`src/rtl/bl_wl_config_loader_pkg.sv`:
```
// Shared types and sizing helpers for the bit-line/word-line configuration loader.
package config_loader_pkg;

    typedef enum logic [2:0] {
        IDLE,
        FILL,
        SETUP,
        PULSE,
        HOLD,
        DONE
    } cfg_state_e;

    function automatic int ceil_div(input int a, input int b);
        return (a + b - 1) / b;
    endfunction

    // Counter width that never collapses to zero bits.
    function automatic int cnt_w(input int n);
        return (n <= 2) ? 1 : $clog2(n);
    endfunction

endpackage

```
`src/rtl/bl_wl_config_loader_if.sv`:
```
// Valid/ready byte stream carrying the configuration bitstream into the loader.
interface bl_wl_config_loader_if #(
    parameter int IN_W = 8
);
    logic [IN_W-1:0] s_data;
    logic            s_valid;
    logic            s_ready;

    modport master (output s_data, output s_valid, input s_ready);
    modport slave  (input s_data, input s_valid, output s_ready);
endinterface

```
`src/rtl/bl_wl_config_loader_row_assembler.sv`:
```
// Collects stream beats into one word-line row, LSB first; bits past NUM_BL are dropped.
module cfg_row_assembler
    import config_loader_pkg::*;
#(
    parameter int NUM_BL = 8,
    parameter int IN_W   = 8
) (
    input  logic              clk,
    input  logic              rst,
    input  logic              clr,
    input  logic              wr_en,
    input  logic [IN_W-1:0]   beat,
    output logic [NUM_BL-1:0] shadow_nxt,
    output logic              row_full
);
    localparam int BEATS = ceil_div(NUM_BL, IN_W);
    localparam int BW    = cnt_w(BEATS);

    logic [BW-1:0]     beat_cnt_q, beat_cnt_d;
    logic [NUM_BL-1:0] shadow_q, shadow_d;

    always_comb begin
        beat_cnt_d = beat_cnt_q;
        shadow_d   = shadow_q;
        row_full   = 1'b0;
        if (clr) begin
            beat_cnt_d = '0;
        end else if (wr_en) begin
            // Each row bit belongs to exactly one beat, so indices stay in range.
            for (int i = 0; i < NUM_BL; i++) begin
                if (beat_cnt_q == BW'(i / IN_W))
                    shadow_d[i] = beat[i % IN_W];
            end
            if (beat_cnt_q == BW'(BEATS - 1)) begin
                row_full   = 1'b1;
                beat_cnt_d = '0;
            end else begin
                beat_cnt_d = beat_cnt_q + BW'(1);
            end
        end
    end

    always_ff @(posedge clk) begin
        if (rst) begin
            beat_cnt_q <= '0;
            shadow_q   <= '0;
        end else begin
            beat_cnt_q <= beat_cnt_d;
            shadow_q   <= shadow_d;
        end
    end

    assign shadow_nxt = shadow_d;

endmodule

```
`src/rtl/bl_wl_config_loader.sv`:
```
// Loads NUM_WL rows of NUM_BL bits into a tile: bl set up, wl pulsed one-hot, bl held.
//   state | meaning
//   IDLE  | waiting for start, outputs quiet
//   FILL  | accepting beats of the current row
//   SETUP | bl driven, wl low
//   PULSE | wl[row] high for WL_PULSE cycles
//   HOLD  | wl low, bl held, then next row or finish
//   DONE  | one cycle with done and busy both high
module bl_wl_config_loader
    import config_loader_pkg::*;
#(
    parameter int NUM_BL   = 8,
    parameter int NUM_WL   = 8,
    parameter int IN_W     = 8,
    parameter int WL_PULSE = 2
) (
    input  logic                 prog_clk,
    input  logic                 prog_reset,
    input  logic                 start,
    bl_wl_config_loader_if.slave s,
    output logic [NUM_BL-1:0]    bl,
    output logic [NUM_WL-1:0]    wl,
    output logic                 busy,
    output logic                 done
);
    localparam int RW = cnt_w(NUM_WL);
    localparam int PW = cnt_w(WL_PULSE);

    cfg_state_e        state_q, state_d;
    logic [RW-1:0]     row_q, row_d;
    logic [PW-1:0]     pcnt_q, pcnt_d;
    logic [NUM_BL-1:0] bl_q, bl_d;
    logic [NUM_WL-1:0] wl_q, wl_d;
    logic              busy_q, busy_d;
    logic              done_q, done_d;
    logic              s_ready_q, s_ready_d;

    logic              beat_clr;
    logic              wr_en;
    logic              row_full;
    logic [NUM_BL-1:0] shadow_nxt;

    assign wr_en = s.s_valid & s_ready_q;

    cfg_row_assembler #(
        .NUM_BL (NUM_BL),
        .IN_W   (IN_W)
    ) u_row_asm (
        .clk        (prog_clk),
        .rst        (prog_reset),
        .clr        (beat_clr),
        .wr_en      (wr_en),
        .beat       (s.s_data),
        .shadow_nxt (shadow_nxt),
        .row_full   (row_full)
    );

    always_comb begin
        state_d  = state_q;
        row_d    = row_q;
        pcnt_d   = pcnt_q;
        bl_d     = bl_q;
        wl_d     = wl_q;
        done_d   = done_q;
        beat_clr = 1'b0;
        unique case (state_q)
            IDLE: begin
                bl_d = '0;
                wl_d = '0;
                if (start) begin
                    state_d  = FILL;
                    done_d   = 1'b0;
                    row_d    = '0;
                    beat_clr = 1'b1;
                end
            end
            FILL: begin
                // bl is loaded with the row including the beat landing this edge.
                if (row_full) begin
                    bl_d    = shadow_nxt;
                    state_d = SETUP;
                end
            end
            SETUP: begin
                for (int i = 0; i < NUM_WL; i++)
                    wl_d[i] = (row_q == RW'(i));
                pcnt_d  = '0;
                state_d = PULSE;
            end
            PULSE: begin
                if (pcnt_q == PW'(WL_PULSE - 1)) begin
                    wl_d    = '0;
                    state_d = HOLD;
                end else begin
                    pcnt_d = pcnt_q + PW'(1);
                end
            end
            HOLD: begin
                bl_d = '0;
                if (row_q == RW'(NUM_WL - 1)) begin
                    done_d  = 1'b1;
                    state_d = DONE;
                end else begin
                    row_d    = row_q + RW'(1);
                    beat_clr = 1'b1;
                    state_d  = FILL;
                end
            end
            DONE: state_d = IDLE;
            default: state_d = IDLE;
        endcase
        busy_d    = (state_d != IDLE);
        s_ready_d = (state_d == FILL);
    end

    always_ff @(posedge prog_clk) begin
        if (prog_reset) begin
            state_q   <= IDLE;
            row_q     <= '0;
            pcnt_q    <= '0;
            bl_q      <= '0;
            wl_q      <= '0;
            busy_q    <= 1'b0;
            done_q    <= 1'b0;
            s_ready_q <= 1'b0;
        end else begin
            state_q   <= state_d;
            row_q     <= row_d;
            pcnt_q    <= pcnt_d;
            bl_q      <= bl_d;
            wl_q      <= wl_d;
            busy_q    <= busy_d;
            done_q    <= done_d;
            s_ready_q <= s_ready_d;
        end
    end

    assign s.s_ready = s_ready_q;
    assign bl        = bl_q;
    assign wl        = wl_q;
    assign busy      = busy_q;
    assign done      = done_q;

endmodule

```
`src/flat_wrapper.sv`:
```
// flat-port wrapper written by rule: the top's interface ports become plain ports
module bl_wl_config_loader_flat import config_loader_pkg::*;
#(
    parameter int NUM_BL   = 8,
    parameter int NUM_WL   = 8,
    parameter int IN_W     = 8,
    parameter int WL_PULSE = 2
)
  (prog_clk, prog_reset, start, bl, wl, busy, done, s_s_data, s_s_valid, s_s_ready);
  bl_wl_config_loader_if #(.IN_W(IN_W)) s_i ();
  input  logic prog_clk;
  input  logic prog_reset;
  input  logic start;
  output logic [NUM_BL-1:0] bl;
  output logic [NUM_WL-1:0] wl;
  output logic busy;
  output logic done;
  input wire logic [$bits(s_i.s_data)-1:0] s_s_data;
  input wire logic [$bits(s_i.s_valid)-1:0] s_s_valid;
  output wire logic [$bits(s_i.s_ready)-1:0] s_s_ready;
  assign s_i.s_data = s_s_data;
  assign s_i.s_valid = s_s_valid;
  assign s_s_ready = s_i.s_ready;
  bl_wl_config_loader #(.NUM_BL(NUM_BL), .NUM_WL(NUM_WL), .IN_W(IN_W), .WL_PULSE(WL_PULSE)) u_core (.prog_clk(prog_clk), .prog_reset(prog_reset), .start(start), .s(s_i), .bl(bl), .wl(wl), .busy(busy), .done(done));
endmodule
```
`config.mk`:
```
export PLATFORM = sky130hd
export DESIGN_NAME = bl_wl_config_loader_flat
export DESIGN_NICKNAME = d
export VERILOG_FILES = /design/src/rtl/bl_wl_config_loader_pkg.sv /design/src/rtl/bl_wl_config_loader_if.sv /design/src/rtl/bl_wl_config_loader_row_assembler.sv /design/src/rtl/bl_wl_config_loader.sv /design/src/flat_wrapper.sv
export SDC_FILE = /design/constraint.sdc
export NUM_CORES = 1
export LEC_CHECK = 0
export BUFFER_PORTS_ARGS = -buffer_cell sky130_fd_sc_hd__buf_2
export CAP_MARGIN = 10
export CORE_UTILIZATION = 45
export DETAILED_ROUTE_END_ITERATION = 8
export GPL_TIMING_DRIVEN = 0
export PLACE_DENSITY = 0.7
export SKIP_CTS_REPAIR_TIMING = 1
export SYNTH_ARGS = -nofsm -noshare
export SYNTH_HDL_FRONTEND = slang
export SYNTH_SLANG_ARGS = --single-unit
```
`constraint.sdc`:
```
create_clock -name prog_clk -period 1.86 [get_ports prog_clk]
set_input_delay 0.186 -clock prog_clk [delete_from_list [all_inputs] [get_ports prog_clk]]
set_output_delay 0.186 -clock prog_clk [all_outputs]
set_load 0.005 [all_outputs]
```
### Yosys cells after proc, flatten, opt, wreduce, memory -nomap -nowiden

Index checks and enable logic that the tools add are counted.

| storage, ports and cells | value |
|---|---|
| logic and storage cells | 78 |
| output and inout bits | 19 |
| flip-flop bits (word level) | 35 |
| input bits | 12 |

| operators by class | value |
|---|---|
| multiplexer cells | 34 |
| equality and inequality tests | 17 |
| reduce and logical (&&, ||, !) cells | 13 |
| bitwise logic cells | 1 |
| $add $sub $neg | 3 |

Operator list:

| kind | count |
|---|---|
| 8-bit 2-to-1 mux | 4 |
| 8-bit one-hot mux with 3 select lines | 1 |
| 3-bit 2-to-1 mux | 6 |
| 1-bit 2-to-1 mux | 17 |
| 8-bit one-hot mux with 2 select lines | 1 |
| 3-bit == test, second input constant | 5 |
| 3-bit one-hot mux with 5 select lines | 1 |
| 3-bit by 2-bit == test with 1-bit output, second input constant | 4 |
| 3-bit by 1-bit == test with 1-bit output, second input constant | 3 |
| 3-bit logical NOT | 2 |
| 2-bit by 1-bit inequality test with 1-bit output, second input constant | 3 |
| 1-bit one-hot mux with 2 select lines | 3 |
| 3-bit one-hot mux with 2 select lines | 1 |
| 3-bit AND reduction | 2 |
| 2-bit nonzero test | 3 |
| 3-bit nonzero test | 2 |
| 2-bit inequality test, second input constant | 2 |
| 2-bit AND reduction | 2 |
| 2-bit OR reduction | 2 |
| 3-bit by 1-bit adder with 3-bit output, second input constant | 1 |
| 1-bit adder, second input constant | 2 |
| 1-bit AND | 1 |

### Logic depth before layout (Yosys ltp)

| logic depth | value |
|---|---|
| depth in word-level cells | 7 |
| depth in mapped cells | 6 |
| mapped depth without buffers | 6 |

### Hierarchy

Synthesis repeated with hierarchy kept, for this count alone.

| second synthesis, totals | value |
|---|---|
| cells, all modules | 168 |
| area total of the unflattened synthesis | 1646.6 µm² |

Modules (own cells, without submodules):

| module | cells each | times used | area each (µm²) | sequential area each (µm²) |
|---|---|---|---|---|
| bl_wl_config_loader | 124 | 1 | 1171.1 | 520.5 |
| cfg_row_assembler | 44 | 1 | 475.5 | 160.2 |

### Least setup slack after synthesis

OpenSTA, ideal clock, no wires.

| path | value |
|---|---|
| path kind | reg-to-reg |
| start point | reg u_core.row_q[0] |
| end point | reg u_core.row_q[2] |
| library setup time | 0.128 ns |
| required time | 1.732 ns |
| period minus slack after synthesis | 1.373 ns |
| cell stages (with the launch flop) | 7 |
| slack | 0.487 ns |
| buffers on the path | 0 |
| arrival | 1.245 ns |
| cell sequence | dfxtp_1 > ha_1 > ha_1 > nor2b_1 > o21ai_2 > a21oi_1 > nor2_1 |

| between the ends | value |
|---|---|
| longest elaborated chain between the ends | 3 |
| elaborated cells on any way between the ends | 6 |
| classes of those cells | add/sub (1); eq/ne (2); mux (2); reduce/logical (1) |

Ends and longest elaborated chain:

| item | RTL line | RTL |
|---|---|---|
| start, declared | bl_wl_config_loader.sv:30 | `logic [RW-1:0] row_q, row_d;` |
| start signal, assigned | bl_wl_config_loader.sv:128 | `row_q <= row_d;` |
| 3-bit by 1-bit adder with 3-bit output / 3-bit == test (equally long branches) | bl_wl_config_loader.sv:104, bl_wl_config_loader.sv:100 |  |
| 3-bit 2-to-1 mux / 2-bit inequality test (equally long branches) | n/a |  |
| 3-bit one-hot mux with 2 select lines / 3-bit AND reduction (equally long branches) | n/a |  |

Several ways; a longest one is shown, not always the timed one. The select of a mux whose other input is x is not followed.
A chain may end at the register's enable or synchronous reset.

### Final worst setup path

Ends and elaborated chain as after synthesis.

==> results by group <==
GRT
  – Remaining Overflow, GRT: 0
  – Vias in the first global route: just under 900
  – Global-route wire length before repair: 3860 um
  – Total GRT Usage: about a fifth
  – Largest net degree at the start of global routing: 15
  – Initial antenna violation count: 0

Setup path
  – Critical R2R Launch: u_core.row_q[0]$_SDFFE_PP0P_
  – Slowest stage delay, CP: ~380 ps
  – CP max stage cell: dfxtp_1
  – Reg-to-reg endpoint: u_core.row_q[2]$_SDFFE_PP0P_
  – Reg2reg setup slack: around 330 ps
  – Crit. End Element: flip-flop
  – Buffers and inverters on the worst path: 0
  – Cell Chain, Critical Path: ha_1, ha_1, nor2b_1, o21ai_2, a21oi_1, nor2_1
  – Top delay family on crit path: adder cells
  – Worst reg2reg path depth: 6
  – CP Data Required Time: roughly 2100 ps
  – CP max FO: 6
  – Critical path startpoint category: flip-flop
  – Most used cell, CP: ha_1
  – Critical Path AT: 1740 ps
  – WS Path Type: flip-flop to flip-flop

STA
  – Achievable clock frequency: around 650 MHz
  – Setup TNS Final: 0 ps
  – Pins Over Slew Limit: 0
  – Rel. slew slack: between 70% and 80%
  – Unrepaired setup endpoints after global routing: no
  – Number of hold violations in the final report: 0
  – Clk_skew: about 3.3 ps
  – Post-layout min period: 1530 ps
  – Setup violators final: 0
  – Period utilization: 82.4%
  – Worst Tran Pin Value: about 420 ps

Cells and area
  – Share of cells above drive strength 1: a little over a quarter
  – Most common cell after layout, fill and taps aside: buf_2
  – Most frequent cells in the layout: buf_2 (30), dfxtp_1 (26), nor2_1 (15)
  – Fin nets: 180
  – Diode count: 0
  – Area grow syn2layout: 18.9%
  – FILL cells: ~220

Synthesis
  – Avg Synthesized Cell Area: between 8 and 9 um^2
  – Top post-synthesis cells by area: dfxtp_1 (45%), ha_1 (6.6%), a21oi_1 (6.1%)
  – Synthesized cell area: roughly 1100 um^2
  – Synth top area share: between 40% and 50%
  – #FFs+latches synth: 26
  – Number of synthesized flops with an enable pin: 0
  – Ys Warns: 0
  – Seq/Total Area, Yosys: between 40 and 50%
  – Mapped Cells: between 100 and 150
  – Async SR Flop Fraction: 0%
  – Cell taking the most area after synthesis: dfxtp_1
  – Synthesized Nets: 146
  – Distinct cells, synth: 29
  – Most used DFF post-synth: dfxtp_1

Run status
  – Status: finished clean

CTS
  – H-tree levels: 1
  – Worst-Skew Late Latency: 320 ps
  – CTS tree: built
  – Clock sinks: 26
  – CTS Root Cell: clkbuf_4
  – Cts bufs inserted: 3
  – Bufs on Longest Clock Path: 2
  – Worst-path clk slew: between 100 and 150 ps

Routing
  – DR iter-0 viols: 16
  – Avg Vias per Cell: 5.31
  – DRC Markers: 0
  – Via count: ~1000
  – DRT Pass-1 Iters: 4
  – Routed wire length: between 2000 and 2500 um
  – DR WL/cell: 12.3 um
  – ANT nets after route: 0

Place
  – Detail Placement HPWL: between 1500 and 2000 um
  – Routability-driven placement congestion ratio: 0.760
  – PortBufs: 29

Pwr
  – Clock power frac: 29.2%
  – Pleak: roughly 0.00060 uW
  – Internal power: roughly 740 uW
  – Sequential share of power: between 50% and 60%
  – P per Cell Area: 715 nW/um^2
  – Max VDD drop: ~0.00046 V
  – Total net switching power: approximately 240 uW
  – Switching share of power: approximately 24%
  – Power Total: ~970 uW
  – Logic gate share of total power: 11.9%

Floorplanning
  – Die area: around 2800 um^2
  – Die H: between 50 and 60 um
  – Core Footprint: roughly 2300 um^2
  – Ports: 31
  – Initial Util: between 40% and 50%
  – Row count: 17
  – Die X: 52.5 um

Hold path
  – Hold/Removal Path Class: input pin to flip-flop
  – HP Start: s_s_data[5]
  – Hold Path Stages: 3
  – Hold path endpoint: u_core.bl[5]$_SDFFE_PP0P_

Flow run
  – Max_cap viols: 0
-- sequential cells by signal, summed over array words and instances, names as in the netlist --
| name | count |
|---|---|
| u_core.s.s_ready | 1 |
| u_core.done | 1 |
| u_core.state_q | 3 |
| u_core.bl | 8 |
| u_core.row_q | 3 |
| u_core.busy | 1 |
| u_core.wl | 8 |
| u_core.pcnt_q | 1 |
-- worst max path at each step --
stage	start	endpoint	slack (ps)	depth (start not counted)
after floorplan	u_core.row_q[0]$_SDFFE_PP0P_	u_core.row_q[2]$_SDFFE_PP0P_	490	6
after global placement	u_core.row_q[0]$_SDFFE_PP0P_	u_core.row_q[2]$_SDFFE_PP0P_	360	6
after detailed placement	u_core.row_q[0]$_SDFFE_PP0P_	u_core.row_q[2]$_SDFFE_PP0P_	340	6
after CTS	u_core.row_q[0]$_SDFFE_PP0P_	u_core.row_q[2]$_SDFFE_PP0P_	310	6
after global routing	u_core.row_q[0]$_SDFFE_PP0P_	u_core.row_q[1]$_SDFFE_PP0P_	210	6
final	u_core.row_q[0]$_SDFFE_PP0P_	u_core.row_q[2]$_SDFFE_PP0P_	330	6
-- routing by layer --
layer / routed length [um] / vias to the layer above / track usage, % / share of wire (%)
li1: - / 515 / - / -
met5: 0 / - / 0 / 0
met2: 1090 / 29 / 30.2 / 47
met3: 95 / 4 / 3.48 / 4.1
met1: 1110 / 455 / 24.8 / 48
met4: 25 / 0 / 6.58 / 1.1
-- power by group through the flow --
stage	Combinational (uW)	Sequential, uW	Clock, uW
2_1_floorplan	80.7	587	0
3_5_place_dp	116	586	0
5_1_grt	128	576	314
6_report	116	574	284
3_3_place_gp	115	586	0
4_1_cts	117	574	288
-- layout make-up --
cell class              instances  area [um^2]  share of cell area [%]
multi-input cells              91          557                    40.9
flip-flops and latches         26          520                    38.2
repair buffers                 29          145                    10.7
plain buffers                   8         57.6                    4.22
clock buffers                   4         36.3                    2.66
well taps                      28         35.0                    2.57
inverters                       3         11.3                   0.826
-- cell families after synthesis --
kind of cell,count (synthesis),share of synthesized area [%]
flip-flops,26,45.4
adder cells (fa/ha/maj),6,6.55
AO/OA/AOI/OAI,31,17.4
multiplexers,1,0.873
AND/OR/NAND/NOR,53,23.8
buffers and inverters,11,6.00
-- tightest hold or removal path, cell delays in order --
cell and delay, ps:
buf_2 90, nand2_1 40, a21oi_1 50
-- stage by stage --
stage               util, %  setup WS (ps)  cells  hold WS, ps  area (um^2)
detailed placement     57.7            337    185          431         1330
finish                 59.3            328    189         84.7         1360
global placement       57.7            362    185          427         1330
CTS                    59.3            312    189         79.0         1360
floorplan                 -            487    128          322         1150
global route           59.3            211    189         62.0         1360
-- synthesized netlist by cell type, types with 2 or more instances --
master	n
dfxtp_1	26
nor2_1	15
a21oi_1	14
nand2_1	13
nand3_1	10
a22oi_1	7
ha_1	6
a21o_1	3
a32oi_1	3
buf_6	3
clkbuf_1	3
inv_1	3
nor2b_1	3
nor3_1	3
nor4b_2	2
No activity file was read; power rests on OpenSTA's default activity.
